$ cat src/rtl/arb_pkg.sv
// Shared types and helpers for the round-robin hold arbiter.
package arb_pkg;

    typedef enum logic {
        IDLE = 1'b0,
        BUSY = 1'b1
    } arb_state_e;

    // Binary index of a one-hot vector (up to 32 requesters); 0 for an all-zero vector.
    function automatic int unsigned onehot_to_idx(input logic [31:0] oh);
        int unsigned idx;
        idx = 0;
        for (int i = 0; i < 32; i++) begin
            if (oh[i]) idx = idx | i;
        end
        return idx;
    endfunction

endpackage

$ cat src/rtl/bitscan.sv
// Lowest-set-bit isolator: one-hot of the least significant set bit, zero if none.
module bitscan #(
    parameter int WIDTH = 8
) (
    input  logic [WIDTH-1:0] vec,
    output logic [WIDTH-1:0] onehot
);

    assign onehot = vec & (~vec + WIDTH'(1));

endmodule

$ cat src/rtl/rr_hold_arbiter.sv
// Round-robin arbiter with registered grant held while the owner keeps requesting.
//   state | meaning
//   IDLE  | no grant outstanding, arbitrate on any request
//   BUSY  | grant_id owns the resource until release or hold expiry
module rr_hold_arbiter
    import arb_pkg::*;
#(
    parameter int WIDTH = 8,
    parameter int MAX_HOLD = 0,
    localparam int IDW = $clog2(WIDTH)
) (
    input  logic             clk,
    input  logic             rst,
    input  logic [WIDTH-1:0] req,
    output logic [WIDTH-1:0] grant,
    output logic             grant_valid,
    output logic [IDW-1:0]   grant_id
);

    localparam int HCW = (MAX_HOLD == 0) ? 1 : $clog2(MAX_HOLD + 1);

    arb_state_e       state_q, state_d;
    logic [WIDTH-1:0] grant_q, grant_d;
    logic             grant_valid_q, grant_valid_d;
    logic [IDW-1:0]   grant_id_q, grant_id_d;
    logic [IDW-1:0]   last_id_q, last_id_d;
    logic [HCW-1:0]   hold_cnt_q, hold_cnt_d;

    logic [WIDTH-1:0] mask;
    logic [WIDTH-1:0] masked_oh;
    logic [WIDTH-1:0] raw_oh;
    logic [WIDTH-1:0] winner_oh;
    logic [IDW-1:0]   winner_id;
    logic             owner_req;
    logic             expire;
    logic             rearb;

    always_comb begin
        mask = '0;
        for (int i = 0; i < WIDTH; i++) begin
            mask[i] = (i > int'(last_id_q));
        end
    end

    bitscan #(.WIDTH(WIDTH)) u_scan_masked (
        .vec    (req & mask),
        .onehot (masked_oh)
    );

    bitscan #(.WIDTH(WIDTH)) u_scan_raw (
        .vec    (req),
        .onehot (raw_oh)
    );

    assign winner_oh = (|(req & mask)) ? masked_oh : raw_oh;
    assign winner_id = IDW'(onehot_to_idx(32'(winner_oh)));

    assign owner_req = req[grant_id_q];
    // With MAX_HOLD == 0 the counter never advances, so expiry can never fire.
    assign expire    = (MAX_HOLD != 0) && (hold_cnt_q == HCW'(MAX_HOLD - 1));

    always_comb begin
        state_d       = state_q;
        grant_d       = grant_q;
        grant_valid_d = grant_valid_q;
        grant_id_d    = grant_id_q;
        last_id_d     = last_id_q;
        hold_cnt_d    = hold_cnt_q;
        rearb         = 1'b0;

        case (state_q)
            IDLE: begin
                if (|req) rearb = 1'b1;
            end
            BUSY: begin
                if (owner_req && !expire) begin
                    if (MAX_HOLD != 0) hold_cnt_d = hold_cnt_q + HCW'(1);
                end else begin
                    rearb = 1'b1;
                end
            end
            default: state_d = IDLE;
        endcase

        if (rearb) begin
            hold_cnt_d = '0;
            if (|req) begin
                state_d       = BUSY;
                grant_d       = winner_oh;
                grant_valid_d = 1'b1;
                grant_id_d    = winner_id;
                last_id_d     = winner_id;
            end else begin
                state_d       = IDLE;
                grant_d       = '0;
                grant_valid_d = 1'b0;
                grant_id_d    = '0;
            end
        end
    end

    always_ff @(posedge clk) begin
        if (rst) begin
            state_q       <= IDLE;
            grant_q       <= '0;
            grant_valid_q <= 1'b0;
            grant_id_q    <= '0;
            last_id_q     <= IDW'(WIDTH - 1);
            hold_cnt_q    <= '0;
        end else begin
            state_q       <= state_d;
            grant_q       <= grant_d;
            grant_valid_q <= grant_valid_d;
            grant_id_q    <= grant_id_d;
            last_id_q     <= last_id_d;
            hold_cnt_q    <= hold_cnt_d;
        end
    end

    assign grant       = grant_q;
    assign grant_valid = grant_valid_q;
    assign grant_id    = grant_id_q;

endmodule

$ cat config.mk
export PLATFORM = sky130hd
export DESIGN_NAME = rr_hold_arbiter
export DESIGN_NICKNAME = d
export VERILOG_FILES = /design/src/rtl/arb_pkg.sv /design/src/rtl/bitscan.sv /design/src/rtl/rr_hold_arbiter.sv
export SDC_FILE = /design/constraint.sdc
export NUM_CORES = 1
export LEC_CHECK = 0
export BUFFER_PORTS_ARGS = -buffer_cell sky130_fd_sc_hd__buf_4
export CORE_MARGIN = 2
export CORE_UTILIZATION = 49
export CTS_CLUSTER_SIZE = 12
export DETAILED_ROUTE_END_ITERATION = 8
export PLACE_DENSITY = 0.74
export SETUP_SLACK_MARGIN = 0.3
export SYNTH_ARGS = -nofsm -noshare
export SYNTH_HDL_FRONTEND = slang
export SYNTH_SLANG_ARGS = --single-unit
$ cat constraint.sdc
create_clock -name clk -period 2.3 [get_ports clk]
set_input_delay 0.23 -clock clk [delete_from_list [all_inputs] [get_ports clk]]
set_output_delay 0.23 -clock clk [all_outputs]
set_load 0.02 [all_outputs]
==> impl_metrics.csv <==
group,metric,value,unit
clocking,cts.clk_slew.worst_paths,0.08,ns
sta,tightest_slew,0.4744,ns
setup_path,r2r-start,"last_id_q[1]$_SDFFE_PP1P_",
synth,synth_cell_types,44,
sta,fin_worst_skew,0.002772,ns
synth,ys_ff_latch,15,
routing,drt-total-wl,2390,um
synth,synth_top_area_cell,"dfxtp_1",
setup_path,reg2reg_depth,6,
synth,syn-num-nets,118,
cells_and_area,drive_above_1_share,33.33,%
synth,syn-cell-area,925.9,um2
routing,postRouteAntennaNets,0,
die,die_h,47.47,um
clocking,ctsHoldBuffers,0,
die,initial_core_util,53.05,%
cells_and_area,nFillCells,155,
cells_and_area,num_antenna_cells,0,
setup_path,path_class,"reg2reg",
setup_path,cp.depth,6,
place,place_ws,0.1996,ns
synth,yosys.area.top_type_share,32.43,%
clocking,numCtsBuffers,3,
cells_and_area,area_delta_synth_final,30.14,%
setup_path,cp-startpoint,"last_id_q[1]$_SDFFE_PP1P_",
setup_path,arrival,2.17,ns
die,rows,15,
power_and_ir_drop,peakVddDrop,745.3,uV
global_routing,grt_max_degree,16,
global_routing,track_usage,22.39,%
clocking,numClockSinks,15,
global_routing,grt_pass1_vias,798,
sta,min_period_over_period,86.38,%
clocking,clockBufferDepth,2,
place,gp_congestion,0.8896,
synth,syn_inst,108,
flow_run,drv_cap,0,
clocking,clk_latency,0.28,ns
synth,async_flop_share,0,%
setup_path,cp_slowest_cell,"or4_4",
synth,synthFlopType,"dfxtp_1",
worst_hold_path,holdPathEnd,"grant_valid$_SDFFE_PP0P_",
cells_and_area,final_nets,146,
worst_hold_path,min_path_cells,2,
routing,wire_per_inst,14.94,um
clocking,cts-htree-levels,1,
worst_hold_path,min_from,"rst",
setup_path,cp_num_buf_inv,0,
routing,dr_total_vias,969,
synth,synth-seq-area-share,32.43,%
die,core,1745,um2
sta,maxSlewViolCount,0,
sta,fin_crit,1.987,ns
sta,maxSlewHeadroom,68.08,%
setup_path,crit_required,2.48,ns
cells_and_area,fin_util,69.03,%
synth,synth.area.top_cells,"dfxtp_1, a22oi_1, nor2_1, mux2i_1, a21oi_1",
status,run_status,"completed",
routing,drtPass1Iterations,4,
setup_path,cp_max_fo,6,
die,dieArea,2253,um2
global_routing,overflow,0,
routing,drt_iter0_drc,37,
global_routing,grt_pass1_wl,3519,um
setup_path,reg2reg_to,"grant_id[0]$_SDFFE_PP0P_",
setup_path,slowest_delay,0.53,ns
power_and_ir_drop,p_leak,0.5008,nW
sta,final.setup.worst_slack,0.3131,ns
die,die_w,47.47,um
setup_path,worstPathCellList,"nand2b_4 -> a211o_1 -> nand2_1 -> and3b_2 -> or4_4 -> a22o_1",
power_and_ir_drop,power_density,1042,nW/um2
sta,clock.fmax,503.3,MHz
clocking,root_buffer,"clkbuf_4",
routing,via_per_inst,6.056,
routing,post-route-drc-count,0,
synth,synth-edff-count,0,
die,pin_count,22,
setup_path,cp-start-kind,"register",
sta,hold_violations,0,
setup_path,path_delay_family,"simple AND/OR/NAND/NOR gates",
place,hpwl,1703,um
sta,rsz0062_at_grt,"yes",
synth,syn_avg_cell_area,8.573,um2
sta,fin_tns_setup,0,ns
global_routing,antenna_found_initial,0,
worst_hold_path,hold_class,"in2reg",
synth,yosys_warnings,0,
sta,setup_viol,0,
clocking,cts_tree,"built",
setup_path,endpoint_kind,"register",
setup_path,r2r_setup_slack,0.31,ns
place,port_buffers,21,
## metrics by stage
| stage | std cells | hold WS [ns] | total power, mW | area, um2 |
|---|---|---|---|---|
| after floorplan | 108 | 0.3016 | 0.8258 | 927.1 |
| after global placement | 151 | 0.4711 | 0.9974 | 1109 |
| after detailed placement | 151 | 0.4771 | 1.006 | 1109 |
| after CTS | 155 | 0.2119 | 1.158 | 1139 |
| after global routing | 160 | 0.2234 | 1.330 | 1205 |
| final | 160 | 0.2211 | 1.256 | 1205 |
## sequential cells by signal (all words and copies together) (netlist names)
name	count
grant	8
grant_id	3
grant_valid	1
last_id_q	3
## power breakdown
group	leakage [nW]	switching (mW)	internal, mW
Clock	0.0150	0.0796	0.0674
Sequential	0.123	0.0838	0.334
Combinational	0.363	0.344	0.347
Total	0.501	0.508	0.748
## cell usage in the layout (no fill, tap or decap), types with 4 or more instances in the layout
cell,count
dfxtp_1,12
a21oi_1,5
nor3_1,4
a22oi_1,7
nor2_1,9
nand2_1,4
buf_4,28
## per-layer routing
metal | up-vias | wire [um] | track usage [%]
met2 | 31 | 1092 | 34.05
li1 | 468 | - | -
met1 | 462 | 1130 | 30.91
met3 | 8 | 92 | 1.132
met5 | - | 0 | 0
met4 | 0 | 74 | 14.44
## area by class of cell
cell class / count / area, um2 / share of cell area [%]
well taps: 25 / 31.28 / 2.596
clock buffers: 4 / 26.28 / 2.181
multi-input cells: 84 / 606.8 / 50.36
inverters: 3 / 11.26 / 0.9346
flip-flops and latches: 15 / 306.5 / 25.44
repair buffers: 29 / 222.7 / 18.48
## Yosys cell counts, drive strengths merged, types with 4 or more instances
cell type  instances
nand2              4
o21ai              4
nor3               4
nor2               9
a21oi              5
dfxtp             15
a22oi              7
## kinds of logic after synthesis
logic type             after synthesis  share of synthesized area, %
and+or+nand+nor                     46                         29.86
AOI/OAI and AO/OA                   34                         28.92
buffers and inverters                9                         4.324
DFF                                 15                         32.43
muxes                                4                         4.460
## how the worst max path moves through the flow
stage / endpoint / slack, ns
finish: grant_id[0]$_SDFFE_PP0P_ / 0.31
global route: grant_id[0]$_SDFFE_PP0P_ / 0.28
CTS: grant_id[0]$_SDFFE_PP0P_ / 0.31
detailed placement: last_id_q[0]$_SDFFE_PP1P_ / 0.20
global placement: last_id_q[0]$_SDFFE_PP1P_ / 0.22
floorplan: grant_id[0]$_SDFFE_PP0P_ / 0.35
## repair_timing
item | CTS | global route
buffers inserted | 0 | 5
cloned | 0 | 0
gates resized for setup | 2 | 6
endpoints found under the setup margin | 4 | 6
pin swaps | 1 | 1
Power figures use the tool's default switching activity.
